File: config.mk
export PLATFORM = sky130hd
export DESIGN_NAME = keypad_scanner
export DESIGN_NICKNAME = d
export VERILOG_FILES = /design/src/rtl/keypad_pkg.sv /design/src/rtl/input_synchronizer.sv /design/src/rtl/keypad_scanner.sv
export SDC_FILE = /design/constraint.sdc
export NUM_CORES = 1
export LEC_CHECK = 0
export CAP_MARGIN = 25
export CORE_MARGIN = 4
export CORE_UTILIZATION = 55
export DETAILED_ROUTE_END_ITERATION = 7
export HOLD_SLACK_MARGIN = 0.1
export PLACE_DENSITY = 0.75
export SYNTH_ARGS = -nofsm -noshare
export SYNTH_HDL_FRONTEND = slang
export SYNTH_HIERARCHICAL = 1
export SYNTH_SLANG_ARGS = --single-unit
File: constraint.sdc
create_clock -name clk -period 2.4 [get_ports clk]
set_input_delay 0.72 -clock clk [delete_from_list [all_inputs] [get_ports clk]]
set_output_delay 0.72 -clock clk [all_outputs]
set_load 0.02 [all_outputs]
File: src/rtl/keypad_pkg.sv
// Shared definitions for the 4x4 keypad scanner: FSM encoding, row drive
// patterns and small helpers for decoding the active-low column lines.
package keypad_pkg;

    localparam int KEY_W = 4;

    typedef enum logic [1:0] {
        ST_SCAN     = 2'd0,
        ST_DEBOUNCE = 2'd1,
        ST_HELD     = 2'd2,
        ST_RELEASE  = 2'd3
    } scan_state_e;

    localparam logic [3:0] ROW_DRIVE [4] = '{4'b1110, 4'b1101, 4'b1011, 4'b0111};

    // True when exactly one column line is pulled low.
    function automatic logic single_low(input logic [3:0] c);
        case (c)
            4'b1110, 4'b1101, 4'b1011, 4'b0111: single_low = 1'b1;
            default:                            single_low = 1'b0;
        endcase
    endfunction

    function automatic logic [1:0] low_index(input logic [3:0] c);
        case (c)
            4'b1101: low_index = 2'd1;
            4'b1011: low_index = 2'd2;
            4'b0111: low_index = 2'd3;
            default: low_index = 2'd0;
        endcase
    endfunction

endpackage

File: src/rtl/input_synchronizer.sv
// Two-flop synchronizer for asynchronous inputs; resets to all ones so
// idle pulled-up lines read as released.
module input_synchronizer #(
    parameter int WIDTH = 4
) (
    input  logic             clk,
    input  logic             reset_n,
    input  logic [WIDTH-1:0] d_i,
    output logic [WIDTH-1:0] q_o
);

    logic [WIDTH-1:0] meta_q;
    logic [WIDTH-1:0] sync_q;

    always_ff @(posedge clk or negedge reset_n) begin
        if (!reset_n) begin
            meta_q <= '1;
            sync_q <= '1;
        end else begin
            meta_q <= d_i;
            sync_q <= meta_q;
        end
    end

    assign q_o = sync_q;

endmodule

File: src/rtl/keypad_scanner.sv
// 4x4 matrix keypad scanner: walks one low row per scan tick, debounces a
// single-key press and its release, and reports the accepted key code.
module keypad_scanner
    import keypad_pkg::*;
#(
    parameter int SCAN_DIV       = 50000,
    parameter int DEBOUNCE_SCANS = 4
) (
    input  logic             clk,
    input  logic             reset_n,
    input  logic [3:0]       cols,
    output logic [3:0]       rows,
    output logic [KEY_W-1:0] key_code,
    output logic             key_valid,
    output logic             key_held
);

    localparam logic [15:0] PRESC_MAX = 16'(SCAN_DIV - 1);
    localparam logic [3:0]  DEB_MAX   = 4'(DEBOUNCE_SCANS);

    logic [3:0]  cols_sync;
    logic [15:0] presc_q, presc_d;
    logic        tick;
    scan_state_e state_q;
    logic [1:0]  row_idx_q;
    logic [1:0]  cap_row_q;
    logic [1:0]  cap_col_q;
    logic [3:0]  cnt_q;
    logic        col_hit;
    logic [1:0]  col_idx;
    logic        all_high;

    input_synchronizer #(.WIDTH(4)) u_col_sync (
        .clk     (clk),
        .reset_n (reset_n),
        .d_i     (cols),
        .q_o     (cols_sync)
    );

    assign tick    = (presc_q == PRESC_MAX);
    assign presc_d = tick ? 16'd0 : presc_q + 16'd1;

    always_ff @(posedge clk or negedge reset_n) begin
        if (!reset_n) presc_q <= 16'd0;
        else          presc_q <= presc_d;
    end

    assign col_hit  = single_low(cols_sync);
    assign col_idx  = low_index(cols_sync);
    assign all_high = &cols_sync;
    assign rows     = ROW_DRIVE[row_idx_q];

    // The row stays parked while a key is being debounced or held, so the
    // columns seen on each tick always belong to the captured row.
    always_ff @(posedge clk or negedge reset_n) begin
        if (!reset_n) begin
            state_q   <= ST_SCAN;
            row_idx_q <= 2'd0;
            cap_row_q <= 2'd0;
            cap_col_q <= 2'd0;
            cnt_q     <= 4'd0;
            key_code  <= '0;
            key_valid <= 1'b0;
            key_held  <= 1'b0;
        end else begin
            key_valid <= 1'b0;
            if (tick) begin
                case (state_q)
                    ST_SCAN: begin
                        if (col_hit) begin
                            cap_row_q <= row_idx_q;
                            cap_col_q <= col_idx;
                            cnt_q     <= 4'd1;
                            state_q   <= ST_DEBOUNCE;
                        end else begin
                            row_idx_q <= row_idx_q + 2'd1;
                        end
                    end
                    ST_DEBOUNCE: begin
                        if (col_hit && col_idx == cap_col_q) begin
                            cnt_q <= cnt_q + 4'd1;
                            if (cnt_q + 4'd1 == DEB_MAX) begin
                                key_code  <= {cap_row_q, cap_col_q};
                                key_valid <= 1'b1;
                                key_held  <= 1'b1;
                                state_q   <= ST_HELD;
                            end
                        end else begin
                            state_q   <= ST_SCAN;
                            row_idx_q <= row_idx_q + 2'd1;
                        end
                    end
                    ST_HELD: begin
                        if (all_high) begin
                            cnt_q   <= 4'd1;
                            state_q <= ST_RELEASE;
                        end
                    end
                    ST_RELEASE: begin
                        if (all_high) begin
                            cnt_q <= cnt_q + 4'd1;
                            if (cnt_q + 4'd1 == DEB_MAX) begin
                                key_held  <= 1'b0;
                                state_q   <= ST_SCAN;
                                row_idx_q <= row_idx_q + 2'd1;
                            end
                        end else begin
                            cnt_q   <= 4'd0;
                            state_q <= ST_HELD;
                        end
                    end
                    default: state_q <= ST_SCAN;
                endcase
            end
        end
    end

endmodule

Word-level counts from Yosys, hierarchy flattened:

Cells that the tools add are included.

* bitwise logic cells: 1
* add/subtract/negate cells: 3
* equal/unequal tests: 20
* reduce and logical (&&, ||, !) cells: 12
* mux-type cells: 32
* magnitude comparators: 1

Operators by type and width (number)
* $mux W4: 6
* $mux W2: 10
* $add A16 B1 Y16 const B: 1
* $eq A16 B16 Y1 const B: 1
* $mux W16: 1
* $ne A2 B2 Y1 const B: 8
* $pmux W4 S4: 1
* $eq A4 B4 Y1 const B: 3
* $pmux W2 S3: 2
* $reduce_and A4 Y1: 3
* $reduce_and A6 Y1: 2
* $mux W1: 9
* $bmux W4 S2: 1
* $eq A4 B3 Y1 const B: 2
* $pmux W2 S4: 1
* $ne A3 B3 Y1 const B: 2
* $reduce_and A5 Y1: 1
* $add A4 B1 Y4 const B: 1
* $eq A2 B2 Y1 const B: 2
* $reduce_or A4 Y1: 1
* $ge A3 B3 Y1 const B: 1
* $not A2 Y3: 1
* $reduce_and A3 Y1: 1
* $reduce_bool A3 Y1: 1
* other kinds (7): 7

* output and inout port bits: 10
* logic and storage cells: 80
* register bits: 42

Longest topological paths before layout:

Gate-level depths: netlist (run 1).

* depth after elaboration: 7
* mapped depth: 8
* gate-level depth less buffers: 6

Modules after synthesis:

Netlist (run 1), hierarchy kept.

Modules (own cells, without submodules)
* keypad_scanner: cells an instance 192, instances 1, area an instance 2010.7 um^2
* input_synchronizer: cells an instance 8, instances 1, area an instance 210.2 um^2

Least setup slack after synthesis (run 1):

OpenSTA, ideal clock, no wires.

* path type: reg2reg
* from: reg cnt_q[0]
* to: reg row_idx_q[1]
* data arrival time: 2.065 ns
* cell stages (with the launch flop): 7
* setup time: 0.125 ns
* path buffers: 0
* slack: 0.210 ns
* path through: dfrtp_1 > ha_1 > nand3b_1 > o31ai_1 > nor2_1 > or4_4 > mux2_4

* word-level cells in the longest chain between the ends: 4

RTL lines
* from (decl): line keypad_scanner.sv:28 `logic [3:0] cnt_q;`
* from (signal assigned): line keypad_scanner.sv:81 `cnt_q <= cnt_q + 4'd1;`
* from (signal assigned): line keypad_scanner.sv:101 `cnt_q <= cnt_q + 4'd1;`
* $add A4 B1 Y4: line keypad_scanner.sv:102 `if (cnt_q + 4'd1 == DEB_MAX) begin`
* $eq A4 B3 Y1: line keypad_scanner.sv:102
* $ne A2 B2 Y1 (no line)
* $reduce_and A6 Y1 (no line)
* to (signal assigned): line keypad_scanner.sv:76 `row_idx_q <= row_idx_q + 2'd1;`
* to (signal assigned): line keypad_scanner.sv:90 `row_idx_q <= row_idx_q + 2'd1;`
* to (signal assigned): line keypad_scanner.sv:105 `row_idx_q <= row_idx_q + 2'd1;`
* to (decl): line keypad_scanner.sv:25 `logic [1:0] row_idx_q;`

No other way between the ends.
A chain may end at the register's enable or synchronous reset.

Final worst setup path (run 1):

* from: reg row_idx_q[0]
* to: out rows[3]

* word-level cells in the longest chain between the ends: 4

RTL lines
* $not A2 Y3 (not written as such): line keypad_scanner.sv:51 `assign rows = ROW_DRIVE[row_idx_q];`
* $bmux W4 S2: line keypad_scanner.sv:51
* $mux W4 (not written as such) (2 in series): line keypad_scanner.sv:51
* to (decl): line keypad_scanner.sv:12 `output logic [3:0] rows,`

No other way between the ends. The select of a mux whose other input is x is not followed.

==> results.json, run 1 <==
{
  "outcome": "completed",
  "cp-end-kind": "primary output",
  "initial_core_util": 0.589,
  "ff2ff_path_depth": 5,
  "htreeDepth": 2,
  "dieArea_sq_um": 5120,
  "period_needed_ps": 2330,
  "cts_tree": "done",
  "synth_nets": 218,
  "fp.dieW_um": 71.5,
  "switchingPower_mw": 0.291,
  "first_iter_violations": 142,
  "fin_cells": 271,
  "fin_crit_sh": 0.969,
  "cts-buffers-inserted": 5,
  "finalSetupViolCount": 0,
  "setup_ws_ps": 74.4,
  "clkPwrFrac": 0.426,
  "area_growth_syn_to_layout_pct": 15.1,
  "yosys.area.top_type_share": 0.383,
  "ant_nets": 0,
  "grt_pass1_vias": 1668,
  "ys.flop_type": "dfrtp_1",
  "crit_path_start": "row_idx_q[0]$_DFFE_PN0P_",
  "wirelength_um": 4220,
  "r2r_slack_ps": 150,
  "num_vias": 1581,
  "cts_setup_buffers": 0,
  "p_leak_nw": 1.18,
  "min_from": "u_col_sync/meta_q[2]$_DFF_PN1_",
  "place_inst": 263,
  "die-height_um": 71.5,
  "syn_inst": 200,
  "critPathMaxFanout": 5,
  "design_area_sq_um": 2560,
  "synth_edf_count": 0,
  "tightest_slew_ps": 608,
  "via_per_inst": 5.83,
  "skew_ps": 17.4,
  "p_int_mw": 1.05,
  "core_sq_um": 3770,
  "r2r_end": "row_idx_q[1]$_DFFE_PN0P_",
  "crit_end": "rows[3]",
  "max_freq_mhz": 430,
  "rows": 22,
  "multiInputGateArea_sq_um": 1070,
  "hold_path_class": "flop to flop",
  "slew_viol_final": 0,
  "rsz0062_at_grt": "no",
  "syn_avg_cell_area_sq_um": 11.1,
  "routedWlPerCell_um": 15.6,
  "placed_area_sq_um": 2430,
  "relSlewSlack": 0.591,
  "fin_util": 0.678,
  "worstPathRequired_ps": 1680,
  "layout-drive-gt1-share": 0.197,
  "hold_buffers": 0,
  "synth_cell_types": 52,
  "overflow": 0,
  "rr_startpoint": "u_col_sync/q_o[3]$_DFF_PN1_",
  "root_buffer": "clkbuf_8",
  "grt_pass1_wl_um": 7310,
  "antenna_found_initial": 0,
  "seq_area_frac_synth": 0.478,
  "yosysWarnings": 6,
  "insertion_delay_ps": 310,
  "swShare": 0.217,
  "seq_area_sq_um": 1060,
  "worstPathArrival_ps": 1610,
  "dp.final_hpwl_um": 3020,
  "yosysTopAreaCell": "dfrtp_1",
  "synthArstFlopShare": 1.00,
  "nFillCells": 262,
  "clk_path_buf_depth": 2,
  "ir_drop_mv": 0.497,
  "grt_max_degree": 43,
  "ios": 16,
  "ys_ff_latch": 42,
  "synthTopCellsByArea": "dfrtp_1 38%, dfstp_2 9.5%, ha_1 6.8%",
  "pwr-share-comb": 0.029,
  "path_class": "flop to primary output",
  "hold_violations": 0,
  "antenna_cells_inserted": 0,
  "numPortBuffers": 15,
  "p_seq_frac": 0.546,
  "p_per_area_nw_per_um2": 523,
  "track_usage": 0.183,
  "synth_area_sq_um": 2220,
  "firstDrtPassIters": 4,
  "cts.clk_slew.worst_paths_ps": 100,
  "total_power_mw": 1.34,
  "finalSetupTns_ps": 0,
  "startpoint_type": "flop",
  "gp_congestion": 0.874,
  "remaining_drc_errors": 0,
  "num-nets-final": 240,
  "place_ws_ps": 179,
  "clock-sinks": 42,
  "hold_slack_ps": 350,
  "cap_violations": 0
}
-- worst max-delay path, stage by stage, from the launching register on --
cell,delay [ps]
dfrtp_2,460
ha_1,200
inv_1,50
clkdlybuf4s50_1,590
-- layer usage --
| layer | GRT usage | routed length (um) | part of all wire | vias to the layer above |
|---|---|---|---|---|
| li1 | - | - | - | 749 |
| met1 | 0.207 | 1700 | 0.40 | 780 |
| met2 | 0.317 | 2260 | 0.53 | 42 |
| met3 | 0.0505 | 176 | 0.042 | 10 |
| met4 | 0.0877 | 83 | 0.020 | 0 |
| met5 | 0 | 0 | 0 | - |
-- cell usage after synthesis (7+ instances only) --
master / n
dfrtp_1: 34
nor2_1: 16
inv_1: 13
ha_1: 12
nand3_1: 10
nand2_1: 9
xor2_1: 9
dfstp_2: 8
mux2_2: 8
xnor2_1: 8
a21oi_1: 7
-- logic make-up after synthesis --
logic type | count (synthesis) | share of synthesized area
muxes | 11 | 0.0586
AOI/OAI and AO/OA | 29 | 0.0986
xor gates and xnor gates | 17 | 0.0670
DFF | 42 | 0.478
and+or+nand+nor | 70 | 0.192
buffers and inverters | 19 | 0.0389
adders and majority gates | 12 | 0.0676
-- area by class of cell --
| type | instances | share of cell area |
|---|---|---|
| clock buffer | 5 | 0.0269 |
| timing repair buffer | 21 | 0.0773 |
| sequential | 42 | 0.416 |
| multi-input combinational | 139 | 0.420 |
| inverter | 13 | 0.0191 |
| clock inverter | 3 | 0.0176 |
| tap | 48 | 0.0235 |
-- registers in the layout, indices dropped and copies added, names as in the netlist --
register / count
cap_col_q: 2
cap_row_q: 2
cnt_q: 4
key_code: 4
key_held: 1
key_valid: 1
presc_q: 16
row_idx_q: 2
state_q: 2
u_col_sync/meta_q: 4
u_col_sync/q_o: 4
-- cell usage in the layout, fill, tap and decap left out, types with 2 or more instances in the layout --
cell	instances
nand3_1	10
and3_1	5
a31oi_1	2
xnor2_1	8
a32o_1	2
buf_4	6
xor2_1	9
mux2_4	2
o21ai_0	5
clkdlybuf4s50_1	11
nor2_1	16
nand2_1	9
clkbuf_8	5
nand3b_1	2
clkinvlp_4	2
and3b_1	2
dfrtp_1	33
and2_1	3
ha_1	12
a21oi_1	7
nand4_1	4
inv_1	13
or2_2	3
nand4b_1	2
mux2_2	8
nor3_1	3
dlymetal6s2s_1	3
dfstp_2	8
-- worst min-delay path by stage --
stage	to	slack, ps	cells past startpoint
2_1_floorplan	u_col_sync/q_o[0]$_DFF_PN1_	350	0
3_3_place_gp	u_col_sync/q_o[0]$_DFF_PN1_	350	0
3_5_place_dp	u_col_sync/q_o[0]$_DFF_PN1_	350	0
4_1_cts	u_col_sync/q_o[2]$_DFF_PN1_	350	0
5_1_grt	u_col_sync/q_o[2]$_DFF_PN1_	360	0
6_report	u_col_sync/q_o[2]$_DFF_PN1_	350	0
-- timing repair --
item | CTS | global route
gates cloned | 0 | 0
resized for setup | 1 | 3
setup endpoints to repair | 2 | 3
-- power groups by stage --
stage	combinational [mW]	sequential [mW]	clock [mW]
after CTS	0.0394	0.729	0.578
after global placement	0.0379	0.741	0
after detailed placement	0.0392	0.742	0
after floorplan	0.0229	0.734	0
after global routing	0.0439	0.731	0.617
final	0.0382	0.729	0.569
No activity file was read; power rests on OpenSTA's default activity.
==> inputs of run 2 (changes only) <==
CTS_CLUSTER_DIAMETER = 60   (was default)
CTS_CLUSTER_SIZE = 24   (was default)
REMOVE_ABC_BUFFERS = 1   (was default)
==> run 2 against run 1 <==
  * Via count shrank 0.82%
  * Clock power shrank 21%
  * Non-clock buffer count is the same
  * Clock-buffer cell count is the same
  * Setup slack gained 24 ps
==> results.json, run 2 (synthesized netlist as in run 1, its figures left out) <==
{
  "rsz0062_at_grt": "no",
  "grt_max_degree": 43,
  "worstPathRequired_ps": 1680,
  "seq_area_sq_um": 1060,
  "setup_ws_ps": 98.5,
  "place_ws_ps": 173,
  "nFillCells": 287,
  "hold_path_class": "flop to flop",
  "design_area_sq_um": 2530,
  "firstDrtPassIters": 5,
  "tightest_slew_ps": 548,
  "area_growth_syn_to_layout_pct": 14.0,
  "critPathMaxFanout": 5,
  "track_usage": 0.173,
  "cpMaxStageDelayCell": "clkdlybuf4s50_1",
  "remaining_drc_errors": 0,
  "path_class": "flop to primary output",
  "first_iter_violations": 53,
  "skew_ps": 5.26,
  "dieArea_sq_um": 5120,
  "ir_drop_mv": 0.354,
  "period_needed_ps": 2300,
  "num-nets-final": 240,
  "cts_tree": "done",
  "rr_startpoint": "u_col_sync/q_o[3]$_DFF_PN1_",
  "dp.final_hpwl_um": 2970,
  "grt_pass1_vias": 1628,
  "max_freq_mhz": 435,
  "startpoint_type": "flop",
  "cts-buffers-inserted": 5,
  "die-height_um": 71.5,
  "clk_path_buf_depth": 2,
  "cap_violations": 0,
  "slew_viol_final": 0,
  "outcome": "completed",
  "cts_setup_buffers": 0,
  "hold_violations": 0,
  "crit_path_max_incr_delay_ps": 590,
  "via_per_inst": 5.79,
  "root_buffer": "clkbuf_8",
  "layout-drive-gt1-share": 0.197,
  "finalSetupViolCount": 0,
  "numPortBuffers": 15,
  "wirelength_um": 3970,
  "placed_area_sq_um": 2430,
  "grt_pass1_wl_um": 7170,
  "fin_crit_sh": 0.959,
  "clock-sinks": 42,
  "p_per_area_nw_per_um2": 479,
  "cp_cell_sequence": "ha_1 > inv_1 > clkdlybuf4s50_1",
  "multiInputGateArea_sq_um": 1070,
  "cp_num_buf_inv": 2,
  "min_from": "u_col_sync/meta_q[0]$_DFF_PN1_",
  "crit_path_start": "row_idx_q[0]$_DFFE_PN0P_",
  "fin_cells": 271,
  "antenna_found_initial": 0,
  "routedWlPerCell_um": 14.6,
  "insertion_delay_ps": 290,
  "total_power_mw": 1.21,
  "hold_slack_ps": 358,
  "top_register": "presc_q",
  "ant_nets": 0,
  "initial_core_util": 0.589,
  "gp_congestion": 0.818,
  "cp-end-kind": "primary output",
  "htreeDepth": 2,
  "overflow": 0,
  "place_inst": 263,
  "fin_util": 0.672,
  "fp.dieW_um": 71.5,
  "finalSetupTns_ps": 0,
  "cpLargestDelayFamily": "buffers and inverters",
  "largest_reg_flops": 16,
  "relSlewSlack": 0.631,
  "final_common_cell": "dfrtp_1",
  "rows": 22,
  "p_leak_nw": 1.17,
  "antenna_cells_inserted": 0,
  "ios": 16,
  "layout_common_cells": "33 x dfrtp_1, 16 x nor2_1, 13 x inv_1",
  "cts.clk_slew.worst_paths_ps": 80,
  "num_vias": 1568,
  "core_sq_um": 3770,
  "worstPathArrival_ps": 1580
}
run 2: cell type report:
class	count	share of cell area
Timing Repair Buffer	21	0.0781
Clock buffer	5	0.0272
Multi-Input combinational cell	139	0.424
Sequential cell	42	0.419
Clock inverter	3	0.00840
Tap cell	48	0.0237
Inverter	13	0.0193
run 2: worst paths after layout:
kind | endpoint | slack [ps] | cells after the start
worst max-delay path | rows[3] | 100 | 3
worst max register to register | row_idx_q[1]$_DFFE_PN0P_ | 130 | 5
min in group asynchronous | cnt_q[2]$_DFFE_PN0P_ | 480 | 2
worst min-delay path | u_col_sync/q_o[0]$_DFF_PN1_ | 360 | 0
max in group asynchronous | row_idx_q[0]$_DFFE_PN0P_ | 1560 | 2
worst min register to register | u_col_sync/q_o[0]$_DFF_PN1_ | 360 | 0
run 2: what timing repair did:
| item | CTS | global route |
|---|---|---|
| gates resized for setup | 1 | 3 |
| hold buffers | 0 | 0 |
| endpoints found under the setup margin | 2 | 3 |
run 2: routing by layer:
layer	vias to the layer above	routed length [um]	global-route usage
met1	774	1670	0.200
met2	32	2100	0.314
met4	0	66	0.0626
li1	753	-	-
met5	-	0	0
met3	9	132	0.0337
run 2: power breakdown:
group	internal, mW	total (mW)	switching [mW]
Clock	0.204	0.448	0.244
Sequential	0.720	0.728	0.00829
Combinational	0.0164	0.0380	0.0216
==> inputs of run 3 (changes only) <==
HOLD_SLACK_MARGIN = 0.08   (was 0.1)
==> results of run 3 <==
No change in the layout: final DEF, timing and power equal those of run 2.
